## src/rtl/bin2bcd_conv.sv

```systemverilog
`default_nettype none
// ============================================================================
// Module      : bin2bcd_conv
// Description : Sequential binary-to-BCD converter using the double-dabble
//               algorithm. One iteration per clock. The result is presented
//               as 8 packed 8421 BCD digits plus an overflow flag for
//               values above 99_999_999.
// Revision    : 1.0 - initial release
// ============================================================================
module bin2bcd_conv #(
    // Width of the unsigned binary input, 4..32
    parameter int BIN_W = 32
) (
    input  logic             clk,
    input  logic             rst_n,
    input  logic             start,
    input  logic [BIN_W-1:0] bin,
    output logic             busy,
    output logic             done,
    output logic [31:0]      bcd,
    output logic             ovf
);

    // The counter must be able to hold the value BIN_W itself, because
    // SHIFT stays one extra edge after the last iteration before DONE.
    localparam int               CNT_W    = $clog2(BIN_W + 1);
    localparam logic [CNT_W-1:0] CNT_LAST = CNT_W'(BIN_W);
    localparam int               DIGITS   = 10;
    localparam int               ACC_W    = 4 * DIGITS;

    typedef enum logic [1:0] {
        IDLE  = 2'd0,
        SHIFT = 2'd1,
        DONE  = 2'd2
    } state_t;

    state_t             state;
    logic [ACC_W-1:0]   acc;
    logic [BIN_W-1:0]   bin_sr;
    logic [CNT_W-1:0]   cnt;

    // Accumulator after the "add 3 to digits >= 5" step. Only bits 38:0 are
    // kept because bit 39 is shifted out on the same iteration.
    logic [ACC_W-2:0]   acc_adj;

    // Digits 0..8 take the usual conditional +3 correction.
    for (genvar d = 0; d < DIGITS - 1; d++) begin : g_digit
        assign acc_adj[4*d +: 4] = (acc[4*d +: 4] >= 4'd5) ? (acc[4*d +: 4] + 4'd3)
                                                           : acc[4*d +: 4];
    end

    // The top digit never reaches 5: the largest input, 2^32-1, is below
    // 5_000_000_000, so at every iteration the partial value keeps digit 9
    // at 4 or less and it needs no correction.
    assign acc_adj[ACC_W-2:ACC_W-4] = acc[ACC_W-2:ACC_W-4];

    // Control FSM, datapath and registered outputs in one sequential block.
    always_ff @(posedge clk or negedge rst_n) begin
        if (!rst_n) begin
            state  <= IDLE;
            acc    <= '0;
            bin_sr <= '0;
            cnt    <= '0;
            busy   <= 1'b0;
            done   <= 1'b0;
            bcd    <= 32'h0;
            ovf    <= 1'b0;
        end else begin
            case (state)
                IDLE, DONE: begin
                    if (start) begin
                        // Accept a new request: capture operand and restart.
                        bin_sr <= bin;
                        acc    <= '0;
                        cnt    <= '0;
                        state  <= SHIFT;
                        busy   <= 1'b1;
                        done   <= 1'b0;
                    end else begin
                        state  <= IDLE;
                        busy   <= 1'b0;
                        done   <= 1'b0;
                    end
                end

                SHIFT: begin
                    if (cnt == CNT_LAST) begin
                        // All BIN_W iterations done: publish the result.
                        bcd   <= acc[31:0];
                        ovf   <= |acc[ACC_W-1:32];
                        state <= DONE;
                        busy  <= 1'b0;
                        done  <= 1'b1;
                    end else begin
                        // One double-dabble iteration: correct then shift.
                        acc    <= {acc_adj, bin_sr[BIN_W-1]};
                        bin_sr <= {bin_sr[BIN_W-2:0], 1'b0};
                        cnt    <= cnt + 1'b1;
                    end
                end

                default: begin
                    state <= IDLE;
                    busy  <= 1'b0;
                    done  <= 1'b0;
                end
            endcase
        end
    end

endmodule
`default_nettype wire

```

## config.mk

```make
export PLATFORM = sky130hd
export DESIGN_NAME = bin2bcd_conv
export DESIGN_NICKNAME = d
export VERILOG_FILES = /design/src/rtl/bin2bcd_conv.sv
export SDC_FILE = /design/constraint.sdc
export NUM_CORES = 1
export LEC_CHECK = 0
export CORE_ASPECT_RATIO = 0.75
export CORE_MARGIN = 4
export CORE_UTILIZATION = 50
export DETAILED_ROUTE_END_ITERATION = 10
export PLACE_DENSITY = 0.76
export REMOVE_ABC_BUFFERS = 1
export SLEW_MARGIN = 15
export SYNTH_ARGS = -nofsm -noshare
export SYNTH_HDL_FRONTEND = slang
export SYNTH_SLANG_ARGS = --single-unit
```

## constraint.sdc

```tcl
create_clock -name clk -period 1.6 [get_ports clk]
set_input_delay 0.16 -clock clk [delete_from_list [all_inputs] [get_ports clk]]
set_output_delay 0.16 -clock clk [all_outputs]
set_load 0.02 [all_outputs]
```

==> results.yml <==
run_status:
  status: "completed"
die:
  fp.dieW_um: 127.8
  initial_core_util_pct: 51.73
  rows: 32
  core_um2: 10410
  die_y_um: 97.88
  die-area_um2: 12510
  io_pins: 70
flow_run:
  maxCapViolations: 0
critical_path:
  cp-start-kind: "flop"
  cp-end-kind: "flop"
  worst-r2r-setup-slack_ps: 4
  worstReg2RegStart: "cnt[3]"
  critPathMaxFanout: 20
  crit_required_ps: 1890
  reg2reg_depth: 5
  r2r_end: "bcd[19]"
  crit_arrival_ps: 1890
  critical_path_class: "flop to flop"
sta:
  setup_slack_ps: 4.089
  slew_violations: 0
  finClkSkew_ps: 10.43
  period_needed_ps: 1596
  setup_viol: 0
  rsz0062_at_grt: "yes"
  fmax_mhz: 626.6
  finalHoldViolations: 0
  max_slew_margin_pct: 66.31
  final.setup.tns_ps: 0
  whs_ps: 257.1
  worstMarginPinSlew_ps: 505.4
  fin_crit_sh_pct: 99.74
routing:
  avgRoutedWirePerCell_um: 16.54
  wirelength_um: 12750
  first_pass_iters: 5
  drt_iter0_drc: 239
  drc: 0
  viasPerCell: 5.632
  ant_nets: 0
  vias: 4342
cts:
  clkTransAtPathRegs_ps: 50
  htreeDepth: 4
  cts_tree: "built"
  clkLatencyLatePin_ps: 410
  clock-sinks: 114
  clockBufferDepth: 2
  cts.root.buffer_cell: "clkbuf_16"
  numCtsBuffers: 17
synth:
  synth-simple-area-share_pct: 14.75
  synth_area_um2: 5385
  yosys.cell_types.count: 38
  synth_xor_area_share_pct: 1.952
  synthFlopType: "dfrtp_1"
  synthAdderAreaFrac_pct: 4.879
  yosysWarnings: 0
  yosys_register_bits: 114
  yosysSeqAreaShare_pct: 52.97
  avgSynthCellArea_um2: 10.68
  synth.mux.area_fraction_pct: 8.783
  synth_top_family_by_area: "simple AND/OR/NAND/NOR gates"
  synth-edff-count: 0
  synth_compound_area_share_pct: 12.15
  synth_cells: 504
  async_flop_share_pct: 100.0
hold_path:
  hp-class: "input port to async pin"
final_layout:
  n_antenna_cell: 0
  syn_to_final_growth_pct: 38.75
  drive_above_1_share_pct: 24.88
  final_cell_mix: "dfrtp_1, clkdlybuf4s50_1, buf_4, nor2_1, nand3_1"
  final_common_cell: "dfrtp_1"
  nNetsFinal: 680
global_routing:
  globalRouteTotalUtil_pct: 20.22
  antenna_found_initial: 0
  grt_first_pass_wirelength_um: 20360
  globalRoute.totalOverflow: 0
  first_global_vias: 4219
  grt_max_degree: 39
placed_design:
  pre_cts_ws_ps: -56.59
  place.gp.congestion: 0.8131
  portBuffers: 69
  hpwlAfterDp_um: 8121
power_and_ir_drop:
  power.switching_uw: 5334
  pwr-share-comb_pct: 42.7
  intPower_uw: 9673
  netSwitchingFraction_pct: 35.54
  power.share.clock_pct: 22.7
  power.density_nw_per_um2: 2008
  power_frac_seq_pct: 34.6
  p_leak_uw: 0.003254
  power_uw: 15010
  vdd_ir_drop_max_v: 0.001075
[worst max-delay path: stages (launching register included)]
cell	delay (ps)
dfrtp_1	400
nor3_4	220
nand3_2	130
nor2_4	170
buf_12	190
mux2_2	350
[per-stage QoR]
step | cells | area, um2 | utilization, %
final | 771 | 7472 | 71.78
after global routing | 771 | 7472 | 71.78
after CTS | 757 | 7138 | 68.57
after detailed placement | 725 | 6564 | 63.05
after global placement | 725 | 6564 | 63.05
after floorplan | 474 | 5221 | -
[power by group through the flow]
stage	Clock, uW	Combinational (uW)	Sequential [uW]
finish	3400	6400	5200
global route	3600	7040	5370
CTS	3450	5770	5130
detailed placement	0	5640	5130
global placement	0	5340	5050
floorplan	0	3060	5270
[what timing repair did]
| action | 4_1_cts | 5_1_grt |
|---|---|---|
| hold buffers | 1 | 0 |
| setup endpoints to repair | 31 | 95 |
| gates cloned | 0 | 3 |
| pin swaps | 1 | 7 |
| endpoints found under the hold margin | 31 | 0 |
| setup buffers | 1 | 11 |
| resized for setup | 11 | 60 |
[final cells by class]
class,instances,area [um2]
timing repair buffer,131,1368
multi-input combinational,339,2471
sequential,114,2856
tap,136,170.2
inverter,21,78.83
fill,723,2938
clock buffer,23,467.9
clock inverter,7,60.06
[per-layer routing]
| layer | track usage, % | up-vias | share of wire [%] |
|---|---|---|---|
| li1 | - | 2057 | - |
| met1 | 27.04 | 2114 | 45 |
| met3 | 6.124 | 30 | 5.6 |
| met2 | 31.98 | 141 | 47 |
| met4 | 6.036 | 0 | 2.3 |
| met5 | 0 | - | 0 |
[worst max path at each step]
| stage | end | cells after the start | slack (ps) | start |
|---|---|---|---|---|
| finish | bcd[19] | 5 | 4 | cnt[3] |
| global placement | acc[26] | 6 | 50 | acc[24] |
| CTS | acc[6] | 6 | 2 | acc[4] |
| detailed placement | acc[10] | 6 | -60 | acc[8] |
| global route | bcd[30] | 5 | -70 | cnt[3] |
| floorplan | acc[35] | 4 | -1240 | done |
[cells in the mapped netlist, types with 4 or more instances]
cell,n,share of area [%]
nand2b_1,11,1.3
nand3_1,33,3.1
xnor2_1,9,1.5
nor3b_1,17,2.4
mux2_2,13,2.7
nor2_1,35,2.4
a21oi_1,19,1.8
o2bb2ai_1,8,1.3
inv_1,21,1.5
nand2_1,16,1.1
dfrtp_1,114,53
o21ai_0,36,3.3
mux2_1,29,6.1
ha_1,21,4.9
a31oi_1,8,0.93
clkbuf_1,11,0.77
nor3_1,31,2.9
buf_4,4,0.56
o22ai_1,31,3.6
buf_2,9,0.84
[registers in the layout, summed over array words and instances (netlist names)]
signal  flops
acc        40
bcd        32
bin_sr     32
busy        1
cnt         6
done        1
ovf         1
state       1
[logic make-up after synthesis]
logic type	count (synthesis)
muxes	42
and+or+nand+nor	154
AOI/OAI and AO/OA	110
buffers and inverters	51
DFF	114
adders and majority gates	21
xor gates and xnor gates	12
Note: power is estimated with default switching activity, not from simulation.
